File: src/rtl/audio_pkg.sv
// audio_pkg: shared sample type, transmitter state encoding and constants
package audio_pkg;
  localparam int DEFAULT_CLOCK_MAX = 25_000_000;
  localparam int SAMPLE_W = 16;
  typedef logic [SAMPLE_W-1:0] sample_t;
  typedef enum logic [2:0] {IDLE, SETUP, SHIFT, HOLD, GAP} tx_state_t;
endpackage

File: src/rtl/spi_half_tick.sv
// spi_half_tick: one-cycle tick every DIV enabled cycles; counter clears while disabled
module spi_half_tick #(
  parameter int DIV = 4
) (
  input  logic clk_25mhz,
  input  logic reset,
  input  logic en,
  output logic tick
);
  localparam int W = $clog2(DIV + 1);
  logic [W-1:0] cnt_q, cnt_d;
  always_comb begin
    tick = en && (cnt_q == W'(DIV - 1));
    cnt_d = (en && !tick) ? cnt_q + 1'b1 : '0;
  end
  always_ff @(posedge clk_25mhz or negedge reset)
    if (!reset) cnt_q <= '0;
    else cnt_q <= cnt_d;
endmodule

File: src/rtl/spi_audio_tx.sv
// spi_audio_tx: mode-0 SPI master shifting 16-bit audio samples out MSB first,
// with a one-deep pending register for samples that arrive mid-frame.
module spi_audio_tx
  import audio_pkg::*;
#(
  parameter int clock_max = DEFAULT_CLOCK_MAX,
  parameter int SCLK_DIV  = 4,
  parameter int CS_SETUP  = 2,
  parameter int CS_HOLD   = 2,
  parameter int IDLE_GAP  = 2
) (
  input  logic                clk_25mhz,
  input  logic                reset,
  input  logic                data_ready,
  input  logic [SAMPLE_W-1:0] audio_in,
  output logic                sclk_out,
  output logic                mosi_out,
  output logic                active_out,
  output logic                busy,
  output logic                tx_done,
  output logic                overrun
);
  localparam int MAX_SH = CS_SETUP > CS_HOLD ? CS_SETUP : CS_HOLD;
  localparam int MAXC = MAX_SH > IDLE_GAP ? MAX_SH : IDLE_GAP;
  localparam int CW = $clog2(MAXC + 1);
  localparam int DIV_SAFE = SCLK_DIV < 1 ? 1 : SCLK_DIV;

  if (SCLK_DIV < 1 || CS_SETUP < 1 || CS_HOLD < 1 || IDLE_GAP < 1) begin : g_bad_timing
    $error("spi_audio_tx: SCLK_DIV, CS_SETUP, CS_HOLD and IDLE_GAP must all be >= 1");
  end
  if (clock_max / (2 * DIV_SAFE) > 12_500_000) begin : g_bad_rate
    $error("spi_audio_tx: SCLK rate exceeds 12.5 MHz");
  end

  tx_state_t state_q, state_d;
  logic [CW-1:0] cnt_q, cnt_d;
  logic [3:0] bit_q, bit_d;
  sample_t shift_q, shift_d, pend_q, pend_d;
  logic pend_v_q, pend_v_d, sclk_q, sclk_d, active_q, active_d;
  logic busy_q, busy_d, done_q, done_d, ovr_q, ovr_d;
  logic tick, gap_exit, consume, store;

  spi_half_tick #(.DIV(SCLK_DIV)) u_tick (
    .clk_25mhz(clk_25mhz),
    .reset    (reset),
    .en       (state_q == SHIFT),
    .tick     (tick)
  );

  always_comb begin
    state_d = state_q;
    cnt_d = cnt_q;
    bit_d = bit_q;
    shift_d = shift_q;
    sclk_d = sclk_q;
    pend_d = pend_q;
    pend_v_d = pend_v_q;
    gap_exit = state_q == GAP && cnt_q == CW'(IDLE_GAP - 1);
    consume = pend_v_q && (gap_exit || state_q == IDLE);
    store = data_ready && (state_q != IDLE || pend_v_q);
    case (state_q)
      IDLE: if (pend_v_q || data_ready) begin
        state_d = SETUP;
        shift_d = pend_v_q ? pend_q : audio_in;
        cnt_d = '0;
      end
      SETUP: begin
        state_d = cnt_q == CW'(CS_SETUP - 1) ? SHIFT : SETUP;
        cnt_d = cnt_q == CW'(CS_SETUP - 1) ? '0 : cnt_q + 1'b1;
      end
      SHIFT: if (tick) begin
        sclk_d = !sclk_q;
        // Rotating (not shifting) leaves mosi on the sample MSB once the frame ends.
        if (sclk_q) begin
          shift_d = {shift_q[14:0], shift_q[15]};
          bit_d = bit_q + 1'b1;
          state_d = bit_q == 4'd15 ? HOLD : SHIFT;
        end
      end
      HOLD: begin
        state_d = cnt_q == CW'(CS_HOLD - 1) ? GAP : HOLD;
        cnt_d = cnt_q == CW'(CS_HOLD - 1) ? '0 : cnt_q + 1'b1;
      end
      GAP: if (gap_exit) begin
        state_d = pend_v_q ? SETUP : IDLE;
        shift_d = pend_v_q ? pend_q : shift_q;
        cnt_d = '0;
      end else cnt_d = cnt_q + 1'b1;
      default: state_d = IDLE;
    endcase
    if (consume) pend_v_d = 1'b0;
    if (store) begin
      pend_d = audio_in;
      pend_v_d = 1'b1;
    end
    ovr_d = store && pend_v_q && !consume;
    done_d = state_d == HOLD && cnt_d == CW'(CS_HOLD - 1);
    active_d = state_d inside {SETUP, SHIFT, HOLD};
    busy_d = state_d != IDLE;
  end

  always_ff @(posedge clk_25mhz or negedge reset)
    if (!reset) begin
      state_q <= IDLE;
      cnt_q <= '0;
      bit_q <= '0;
      shift_q <= '0;
      pend_q <= '0;
      pend_v_q <= 1'b0;
      sclk_q <= 1'b0;
      active_q <= 1'b0;
      busy_q <= 1'b0;
      done_q <= 1'b0;
      ovr_q <= 1'b0;
    end else begin
      state_q <= state_d;
      cnt_q <= cnt_d;
      bit_q <= bit_d;
      shift_q <= shift_d;
      pend_q <= pend_d;
      pend_v_q <= pend_v_d;
      sclk_q <= sclk_d;
      active_q <= active_d;
      busy_q <= busy_d;
      done_q <= done_d;
      ovr_q <= ovr_d;
    end

  assign sclk_out = sclk_q;
  assign mosi_out = shift_q[15];
  assign active_out = active_q;
  assign busy = busy_q;
  assign tx_done = done_q;
  assign overrun = ovr_q;
endmodule

File: config.mk
export PLATFORM = sky130hd
export DESIGN_NAME = spi_audio_tx
export DESIGN_NICKNAME = d
export VERILOG_FILES = /design/src/rtl/audio_pkg.sv /design/src/rtl/spi_half_tick.sv /design/src/rtl/spi_audio_tx.sv
export SDC_FILE = /design/constraint.sdc
export NUM_CORES = 1
export LEC_CHECK = 0
export BUFFER_PORTS_ARGS = -buffer_cell sky130_fd_sc_hd__buf_2
export CELL_PAD_IN_SITES_DETAIL_PLACEMENT = 0
export CELL_PAD_IN_SITES_GLOBAL_PLACEMENT = 2
export CORE_ASPECT_RATIO = 1.75
export CORE_MARGIN = 10
export CORE_UTILIZATION = 36
export DETAILED_ROUTE_END_ITERATION = 8
export GPL_ROUTABILITY_DRIVEN = 1
export GPL_TIMING_DRIVEN = 0
export HOLD_SLACK_MARGIN = 0.06
export PLACE_DENSITY = 0.76
export RECOVER_POWER = 100
export SYNTH_ARGS = -nofsm -noshare
export SYNTH_HDL_FRONTEND = slang
export SYNTH_HIERARCHICAL = 1
export SYNTH_SLANG_ARGS = --single-unit
File: constraint.sdc
create_clock -name clk_25mhz -period 2.1 [get_ports clk_25mhz]
set_input_delay 0.21 -clock clk_25mhz [delete_from_list [all_inputs] [get_ports clk_25mhz]]
set_output_delay 0.21 -clock clk_25mhz [all_outputs]
set_load 0.1 [all_outputs]
==> results of run 1 <==
-- repair_timing --
item                       CTS  global route
resized for setup            2             3
pin swaps                    3             1
setup endpoints to repair   24            18
hold buffers                 0             0
setup buffers                4             1
cloned                       0             0
-- cells in the mapped netlist, types with 2 or more instances --
cell,number
dfrtp_1,50
ha_1,3
xnor2_1,4
mux2_4,10
o21ai_0,4
mux2_2,23
nand3b_1,4
inv_1,3
a221o_1,16
a22oi_1,16
a21oi_1,5
nand2b_1,4
buf_2,6
buf_6,2
nand2_1,7
xor2_1,3
nor3b_1,2
nor2_1,23
clkbuf_1,4
or2_2,2
-- stage by stage --
step	worst slack, ps	total power, mW
final	116	1.92
after global routing	-0.962	2.01
after CTS	36.4	1.96
after detailed placement	-282	1.14
after global placement	-275	1.13
after floorplan	58.3	1.08
-- layout make-up --
class	count	share of cell area, %
inverters	3	0.385
clock buffers	7	4.87
clock inverters	1	0.171
multi-input cells	143	40.5
plain buffers	14	2.69
repair buffers	29	4.96
flip-flops and latches	50	42.8
well taps	84	3.59
-- critical path, cell delays in order (launching register included) --
cell and delay [ps]:
dfrtp_2 460, nand2b_1 210, a21oi_1 190, nor2_2 110, buf_2 230, a221o_1 370
mux2_1 280
-- where the power goes --
group	leakage [nW]	internal, mW	switching, mW
registers	0.617	0.995	0.0233
logic	0.626	0.0420	0.0525
clock network	0.0739	0.473	0.337
-- registers in the layout (all words and copies together), names as in the netlist --
name / flops
busy: 1
pend_q: 16
u_tick/cnt_q: 3
tx_done: 1
bit_q: 4
state_q: 3
overrun: 1
shift_q: 16
sclk_out: 1
cnt_q: 2
active_out: 1
pend_v_q: 1
-- layer usage --
layer  GRT usage (%)  vias up
li1                -      844
met1            12.0      889
met3            2.11        4
met4            3.82        0
met5               0        -
met2            20.8       25
-- kinds of logic after synthesis --
group,Yosys count,synth area share (%)
flops,50,49.4
simple gates,53,11.5
fa+ha+maj,3,1.48
xor+xnor,7,2.42
compound gates,46,14.9
buf+inv,18,3.75
mux,34,16.6
-- worst paths after layout --
path	depth (start not counted)	endpoint	slack, ps	from
min	2	pend_q[14]$_DFFE_PN0P_	170	audio_in[14]
max	6	shift_q[4]$_DFFE_PN0P_	120	state_q[1]$_DFF_PN0_
max reg2reg	6	shift_q[4]$_DFFE_PN0P_	120	state_q[1]$_DFF_PN0_
max in group asynchronous	1	state_q[2]$_DFF_PN0_	1070	reset
min reg2reg	1	u_tick/cnt_q[0]$_DFF_PN0_	440	u_tick/cnt_q[0]$_DFF_PN0_
min in group asynchronous	1	pend_q[3]$_DFFE_PN0P_	200	reset
==> out/results.ini, run 1 <==
[place]
globalplace.congestion=0.766
portBuffers=24
placed_cell_area_sq_um=2760
hpwl_um=4060
placed_cells=319

[timing]
clock_skew_ps=6.92
hold-worst-slack_ps=171
setup_tns_ps=0
timing_hold_violations_final=0
fmax_ghz=0.504
tightest_slew_ps=1270
final.period_utilization_pct=94.5
setup_viol=0
layout_min_cycle_time_ps=1980
slew_viol_final=0
max_slew_margin_pct=15.6

[detailed_routing]
firstDrtPassIters=4
wl_met3_um=145
route.detailed.drc=0
drtAntennaViolNets=0
wl_per_cell_um=17.5
wl_met1_um=2510
via_per_inst=5.32
drt_wl_total_um=5800
first_iter_violations=91
wl_met2_um=3080
top_layer=met4
num_vias=1762

[clock_network]
cts_buffers=5
cts_root_buf=clkbuf_16
clk_pin_slew_ps=70
clockBufferDepth=2
htreeDepth=2
clock_sinks=50
cts_tree=done
worstSkewPairLatency_ps=290

[floorplanning]
start_util_pct=36.9
core-area_sq_um=6860
die_h_um=131
pin_count=25
rows=40
die_area_sq_um=10900
dieWidth_um=83.4

[setup_path]
startpoint_type=flip-flop
critPathKind=reg2reg
critPathMaxFanout=10
arrival_ps=2150
critPathRequiredTime_ps=2270
cp-end-kind=flip-flop

[logic_synthesis]
syn_area_sq_um=2530
ys_seq_area_share_pct=49.4
synthArstFlopShare_pct=100
synth_warnings=6
yosys.area.top_type=dfrtp_1
synth_ff_type=dfrtp_1
synth.avg_cell_area_sq_um=12.0
syn_inst=211
synth.net_count=233
ys_seq_elements=50
ys_types=40
synth_edf_count=0
synthTopCellsByArea=dfrtp_1 49%, mux2_2 10%, a221o_1 6.3%
synth_top_area_share_pct=49.4

[global_routing]
antenna_found_initial=0
grt_pass1_vias=1954
track_usage_pct=11.0
grt_overflow_total=0
grt_max_degree=51
grt_pass1_wl_um=9900

[cells_and_area]
fin_util_pct=42.7
drive_gt1_share_pct=33.6
n_antenna_cell=0
finish.instance_area_sq_um=2930
fillers=695
multi_input_area_sq_um=1190
seqCellArea_sq_um=1250
final_nets=268
final_common_cell=dfrtp_1
layout_common_cells=48 x dfrtp_1, 23 x mux2_2, 22 x buf_2
fin_cells=331
syn_to_final_growth_pct=15.6

[worst_hold_path]
hp-class=in2reg

[run_status]
status=completed

[power_and_ir_drop]
power_density_nw_per_um2=657
leakage_nw=1.32
peakVddDrop_v=0.000364

[flow_run]
max_cap_viol_count=0

Note: power is estimated with default switching activity, not from simulation.
==> inputs of run 2 (changes only) <==
Settings changed: ABC_AREA set to 1, CORE_UTILIZATION 36 to 31, PLACE_DENSITY 0.76 to 0.77.
==> out/results.ini, run 2 <==
[timing]
clock_skew_ps=4.80  ; -2.13 ps
layout_min_cycle_time_ps=1900  ; -79.0 ps
setup_viol=0  ; unchanged
tightest_slew_ps=1310  ; +39.9 ps
timing_hold_violations_final=0  ; unchanged
hold-worst-slack_ps=190  ; +18.9 ps
slew_viol_final=0  ; unchanged
final.period_utilization_pct=90.7  ; -3.8 points
rsz0062_at_grt=no
fmax_ghz=0.525  ; +4.1%
max_slew_margin_pct=12.9  ; -2.7 points

[power_and_ir_drop]
p_comb_share_pct=5.4  ; +0.5 points
leakage_nw=1.60  ; +21%
peakVddDrop_v=0.000431  ; +19%
switchingPower_mw=0.455  ; +10%
power_density_nw_per_um2=675  ; +2.7%
clock_power_share_pct=45.1  ; +3.0 points
pwr-share-seq_pct=49.5  ; -3.5 points
power.internal_mw=1.59  ; +5.4%
p_sw_share_pct=22.2  ; +0.77 points

[logic_synthesis]
synthTopCellsByArea=dfrtp_1 48%, nand2_1 19%, nand3_1 7.9%
muxShareOfSynthArea_pct=0  ; -17 points
ys_types=24  ; -40%
syn_inst=346  ; +64%
synth_ff_type=dfrtp_1
synth_top_area_share_pct=48.1  ; -1.3 points
synth.avg_cell_area_sq_um=7.51  ; -37%
syn_area_sq_um=2600  ; +2.7%
synth_top_cells_by_count=129 x nand2_1, 50 x dfrtp_1, 41 x nand3_1
synth_top_family_by_area=simple AND/OR/NAND/NOR gates
yosys.area.top_type=dfrtp_1
synth_edf_count=0  ; unchanged
synth-compound-area-share_pct=7.75  ; -7.1 points
ys_seq_area_share_pct=48.1  ; -1.3 points
synth.net_count=368  ; +58%
synth_xor_area_share_pct=1.01  ; -1.4 points
synthArstFlopShare_pct=100  ; unchanged
ys_seq_elements=50  ; unchanged
synth_warnings=6  ; unchanged
synthAdderAreaFrac_pct=1.44  ; -0.039 points
synth-simple-area-share_pct=33.2  ; +22 points
yosysMostFrequentCell=nand2_1

[clock_network]
clk_pin_slew_ps=70  ; about the same
cts_buffers=5  ; unchanged
cts_tree=done
cts_root_buf=clkbuf_16
worstSkewPairLatency_ps=290  ; about the same
clock_sinks=50  ; unchanged
htreeDepth=2  ; unchanged
clockBufferDepth=2  ; unchanged

[cells_and_area]
fillers=912  ; +31%
drive_gt1_share_pct=13.9  ; -20 points
fin_cells=474  ; +43%
top_regs=pend_q: 16 flops, shift_q: 16 flops, bit_q: 4 flops
fin_util_pct=36.8  ; -5.9 points
layout_common_cells=130 x nand2_1, 49 x dfrtp_1, 41 x nand3_1
final_common_cell=nand2_1
syn_to_final_growth_pct=16.7
final_nets=403  ; +50%
n_antenna_cell=0  ; unchanged
finish.instance_area_sq_um=3040  ; +3.7%

[setup_path]
cp_slowest_cell=dfrtp_2
critPathKind=reg2reg
arrival_ps=2140  ; about the same
startpoint_type=flip-flop
cp-end-kind=flip-flop
path_cells=inv_2, nand2_2, nor2_4, buf_6, nand2_1, inv_1, nand2_1, inv_2, nand2_4, nand2_2, inv_2, nor2_8, buf_8, nand2_1, nand2_1
critPathRequiredTime_ps=2340  ; +70 ps
critPathMaxFanout=10  ; unchanged
critical_path.most_common_cell=nand2_1
rr_worst_depth=15  ; +9
slowest_delay_ps=440  ; -20 ps

[detailed_routing]
first_iter_violations=111  ; +22%
num_vias=2258  ; +28%
route.detailed.drc=0  ; unchanged
via_per_inst=4.76  ; -11%
drt_wl_total_um=6830  ; +18%
firstDrtPassIters=4  ; unchanged
wl_per_cell_um=14.4  ; -18%
drtAntennaViolNets=0  ; unchanged

[floorplanning]
rows=44  ; +10%
start_util_pct=31.5  ; -5.4 points
die_area_sq_um=12600  ; +15%
dieWidth_um=89.2  ; +7.0%
core-area_sq_um=8260  ; +20%
die_h_um=141  ; +7.8%
pin_count=25  ; unchanged

[global_routing]
antenna_found_initial=0  ; unchanged
grt_max_degree=51  ; unchanged
grt_pass1_wl_um=11400  ; +15%
grt_pass1_vias=2338  ; +20%
track_usage_pct=11.7  ; +0.65 points
grt_overflow_total=0  ; unchanged

[place]
globalplace.congestion=0.832  ; +8.6%
placed_cell_area_sq_um=2840  ; +2.8%
hpwl_um=4940  ; +22%
portBuffers=24  ; unchanged
placed_cells=462  ; +45%

[worst_hold_path]
hp-class=in2reg
holdPathStages=3  ; +1

[flow_run]
max_cap_viol_count=0  ; unchanged

[run_status]
status=completed

## run 2: changes by cell type after synthesis, sizes merged, moves of 3 or more
cell,before,now
nand3b,4,0
a221o,16,0
xnor2,4,1
a21oi,6,3
o21ai,4,34
nand3,0,42
inv,3,36
nor2,23,18
nand2,8,137
mux2,34,0
nand2b,4,0
a22oi,16,0
nor3b,3,0
## run 2: worst paths after layout
check / from / to / slack (ps)
setup / recovery: state_q[0]$_DFF_PN0_ / shift_q[15]$_DFFE_PN0P_ / 200
hold / removal: audio_in[4] / pend_q[4]$_DFFE_PN0P_ / 190
setup reg to reg: state_q[0]$_DFF_PN0_ / shift_q[15]$_DFFE_PN0P_ / 200
hold reg to reg: u_tick/cnt_q[0]$_DFF_PN0_ / u_tick/cnt_q[0]$_DFF_PN0_ / 430
max in group asynchronous: reset / state_q[0]$_DFF_PN0_ / 1030
min in group asynchronous: reset / pend_q[15]$_DFFE_PN0P_ / 200
## run 2: what timing repair did
action | in CTS | in global routing
hold buffers | 0 | 0
setup endpoints to repair | 10 | 16
pin swaps | 0 | 1
setup buffers | 0 | 4
resized for setup | 1 | 6
## run 2: cell families after synthesis
family | after synthesis
and+or+nand+nor | 200
buffers and inverters | 51
DFF | 50
AOI/OAI and AO/OA | 39
xor gates and xnor gates | 3
adders and majority gates | 3
## run 2: final cells by class
| cell class | instances | area [sq um] | area share [%] |
|---|---|---|---|
| clock buffer | 7 | 133 | 4.37 |
| tap | 92 | 115 | 3.79 |
| sequential | 50 | 1250 | 41.3 |
| timing repair buffer | 28 | 143 | 4.70 |
| multi-input combinational | 245 | 1130 | 37.4 |
| buffer | 15 | 92.6 | 3.05 |
| clock inverter | 1 | 30.0 | 0.989 |
| inverter | 36 | 135 | 4.45 |
## run 2: power by group through the flow
stage               Combinational (mW)  Clock, mW  Sequential (mW)
CTS                              0.116      0.942             1.01
floorplan                       0.0535          0             1.03
finish                           0.110      0.923             1.01
global route                     0.130      0.985             1.02
detailed placement               0.116          0             1.03
global placement                 0.113          0             1.03
## run 2: metrics by stage
step	setup TNS [ps]	worst slack (ps)	total power [mW]
6_report	0	195	2.05
4_1_cts	0	5.26	2.07
3_3_place_gp	-158	-21.2	1.15
5_1_grt	0	10.9	2.13
2_1_floorplan	0	259	1.09
3_5_place_dp	-387	-44.7	1.15
## run 2: per-layer routing
layer	wire, um	global-route usage (%)
met1	2760	12.8
met2	3630	20.1
met3	256	2.83
met4	184	5.64
met5	0	0
## run 2: critical path: cells and delay by family, from the launching register on
| kind | cells | cell delay (ps) |
|---|---|---|
| buffers and inverters | 6 | 590 |
| AND/OR/NAND/NOR | 9 | 800 |
| flip-flops | 1 | 440 |
==> inputs of run 3 (changes only) <==
Settings changed: GPL_TIMING_DRIVEN 0 to unset.
==> out/results.ini, run 3 (synthesis results as in run 2) <==
[setup_path]
slowest_delay_ps=440  ; about the same
rr_worst_depth=9  ; -6
r2r_slack_ps=260  ; +60 ps
cp.depth=9  ; -6
cp-startpoint=state_q[0]$_DFF_PN0_
critPathKind=reg2reg
cp_slowest_cell=dfrtp_1
arrival_ps=2020  ; -120 ps
startpoint_type=flip-flop
cp_top_family=simple AND/OR/NAND/NOR gates
path_cells=inv_2, nand2_1, nor2_4, buf_4, nand2_2, nand2_2, nand3_2, nand2_1, nand2_1
cp-end-kind=flip-flop
cp-endpoint=shift_q[11]$_DFFE_PN0P_
critical_path.most_common_cell=nand2_1
crit_buf_inv=2  ; -4
r2r_start=state_q[0]$_DFF_PN0_
r2r_end=shift_q[11]$_DFFE_PN0P_
critPathRequiredTime_ps=2280  ; -60 ps
critPathMaxFanout=22  ; +12

[timing]
layout_min_cycle_time_ps=1840  ; -64.8 ps
rsz0062_at_grt=no
setup_viol=0  ; unchanged
tightest_slew_ps=1440  ; +134 ps
setup_tns_ps=0  ; unchanged
clock_skew_ps=6.37  ; +1.57 ps
post-route-worst-setup-slack_ps=260  ; +64.8 ps
timing_hold_violations_final=0  ; unchanged
slew_viol_final=0  ; unchanged
fmax_ghz=0.543  ; +3.5%
final.period_utilization_pct=87.6  ; -3.1 points
max_slew_margin_pct=4.01  ; -8.9 points

[clock_network]
cts_tree=done
hold_buffers=1  ; +1
clockBufferDepth=2  ; unchanged
cts_setup_buffers=0  ; unchanged
htreeDepth=2  ; unchanged
worstSkewPairLatency_ps=290  ; about the same
cts_root_buf=clkbuf_16
cts_resized=0  ; -1
clock_sinks=50  ; unchanged
cts_buffers=5  ; unchanged
clk_pin_slew_ps=70  ; about the same

[detailed_routing]
firstDrtPassIters=4  ; unchanged
via_per_inst=4.75  ; -0.38%
drt_wl_total_um=6500  ; -5.0%
num_vias=2202  ; -2.5%
drtAntennaViolNets=0  ; unchanged
wl_per_cell_um=14.0  ; -2.9%
route.detailed.drc=0  ; unchanged
first_iter_violations=133  ; +20%

[cells_and_area]
final_common_cell=nand2_1
final_nets=393  ; -2.5%
fin_cells=464  ; -2.1%
drive_gt1_share_pct=11.6  ; -2.3 points
top_regs=pend_q: 16 flops, shift_q: 16 flops, bit_q: 4 flops
fin_util_pct=36.2  ; -0.56 points
layout_common_cells=133 x nand2_1, 50 x dfrtp_1, 41 x nand3_1
syn_to_final_growth_pct=15.0
n_antenna_cell=0  ; unchanged

[floorplanning]
die_area_sq_um=12600  ; unchanged
core-area_sq_um=8260  ; unchanged
dieWidth_um=89.2  ; unchanged
die_h_um=141  ; unchanged
rows=44  ; unchanged
pin_count=25  ; unchanged
start_util_pct=31.5  ; unchanged

[run_status]
status=completed

[flow_run]
max_cap_viol_count=0  ; unchanged

[power_and_ir_drop]
pwr-share-seq_pct=49.2  ; -0.3 points
power.internal_mw=1.60  ; +0.39%
power_density_nw_per_um2=689  ; +2.2%
clock_power_share_pct=45.3  ; +0.2 points
leakage_nw=1.58  ; -1.1%
p_comb_share_pct=5.6  ; +0.2 points
peakVddDrop_v=0.000349  ; -19%
p_sw_share_pct=22.4  ; +0.19 points
switchingPower_mw=0.462  ; +1.5%

[global_routing]
track_usage_pct=11.1  ; -0.58 points
grt_pass1_vias=2225  ; -4.8%
grt_max_degree=29  ; -43%
antenna_found_initial=0  ; unchanged
grt_overflow_total=0  ; unchanged
grt_pass1_wl_um=11000  ; -3.6%

[worst_hold_path]
hp-class=in2reg

[place]
preCtsSetupSlack_ps=233  ; +277 ps
placed_cells=455  ; -1.5%
hpwl_um=4600  ; -6.7%
portBuffers=24  ; unchanged
globalplace.congestion=0.776  ; -6.7%

[run 3: changes by cell type in the layout (fill, tap and decap cells not counted), moves of 2 or more]
cell and change:
nand2_1 +3, buf_6 -2, clkbuf_1 -6, nand2_2 -2, buf_2 -5, buf_12 +2
[run 3: layer usage]
metal	vias to the layer above	wire length (um)	track usage, %	part of all wire, %
met5	-	0	0	0
li1	1135	-	-	-
met4	0	153	4.71	2.4
met2	25	3560	19.7	55
met1	1031	2560	12.0	39
met3	11	215	2.37	3.3
[run 3: tightest hold or removal path: stages]
cell     delay, ps
buf_2          100
inv_1           50
o21ai_0         80
[run 3: how the worst min path moves through the flow]
stage | startpoint | slack (ps) | cells past startpoint | endpoint
floorplan | reset | -90 | 0 | active_out$_DFF_PN0_
finish | audio_in[6] | 180 | 3 | pend_q[6]$_DFFE_PN0P_
global route | audio_in[12] | 190 | 3 | pend_q[12]$_DFFE_PN0P_
global placement | reset | 250 | 1 | pend_q[3]$_DFFE_PN0P_
CTS | audio_in[6] | 170 | 3 | pend_q[6]$_DFFE_PN0P_
detailed placement | reset | 260 | 1 | pend_q[3]$_DFFE_PN0P_
[run 3: metrics by stage]
step | hold slack [ps] | area, sq um | power [mW]
after floorplan | -85.6 | 2600 | 1.09
after global placement | 252 | 2830 | 1.15
after detailed placement | 259 | 2830 | 1.15
after CTS | 173 | 3010 | 2.11
after global routing | 187 | 2990 | 2.17
final | 178 | 2990 | 2.06
[run 3: final cells by class]
class	instances	area, sq um
fillers	909	5270
flip-flops and latches	50	1250
multi-input cells	245	1110
repair buffers	33	206
inverters	36	135
clock buffers	6	129
well taps	92	115
clock inverters	2	37.5
[run 3: power groups by stage]
stage | Clock, mW | Combinational (mW) | Sequential (mW)
final | 0.933 | 0.115 | 1.01
after global routing | 1.01 | 0.137 | 1.02
after CTS | 0.972 | 0.122 | 1.01
after detailed placement | 0 | 0.120 | 1.03
after global placement | 0 | 0.117 | 1.03
after floorplan | 0 | 0.0535 | 1.03
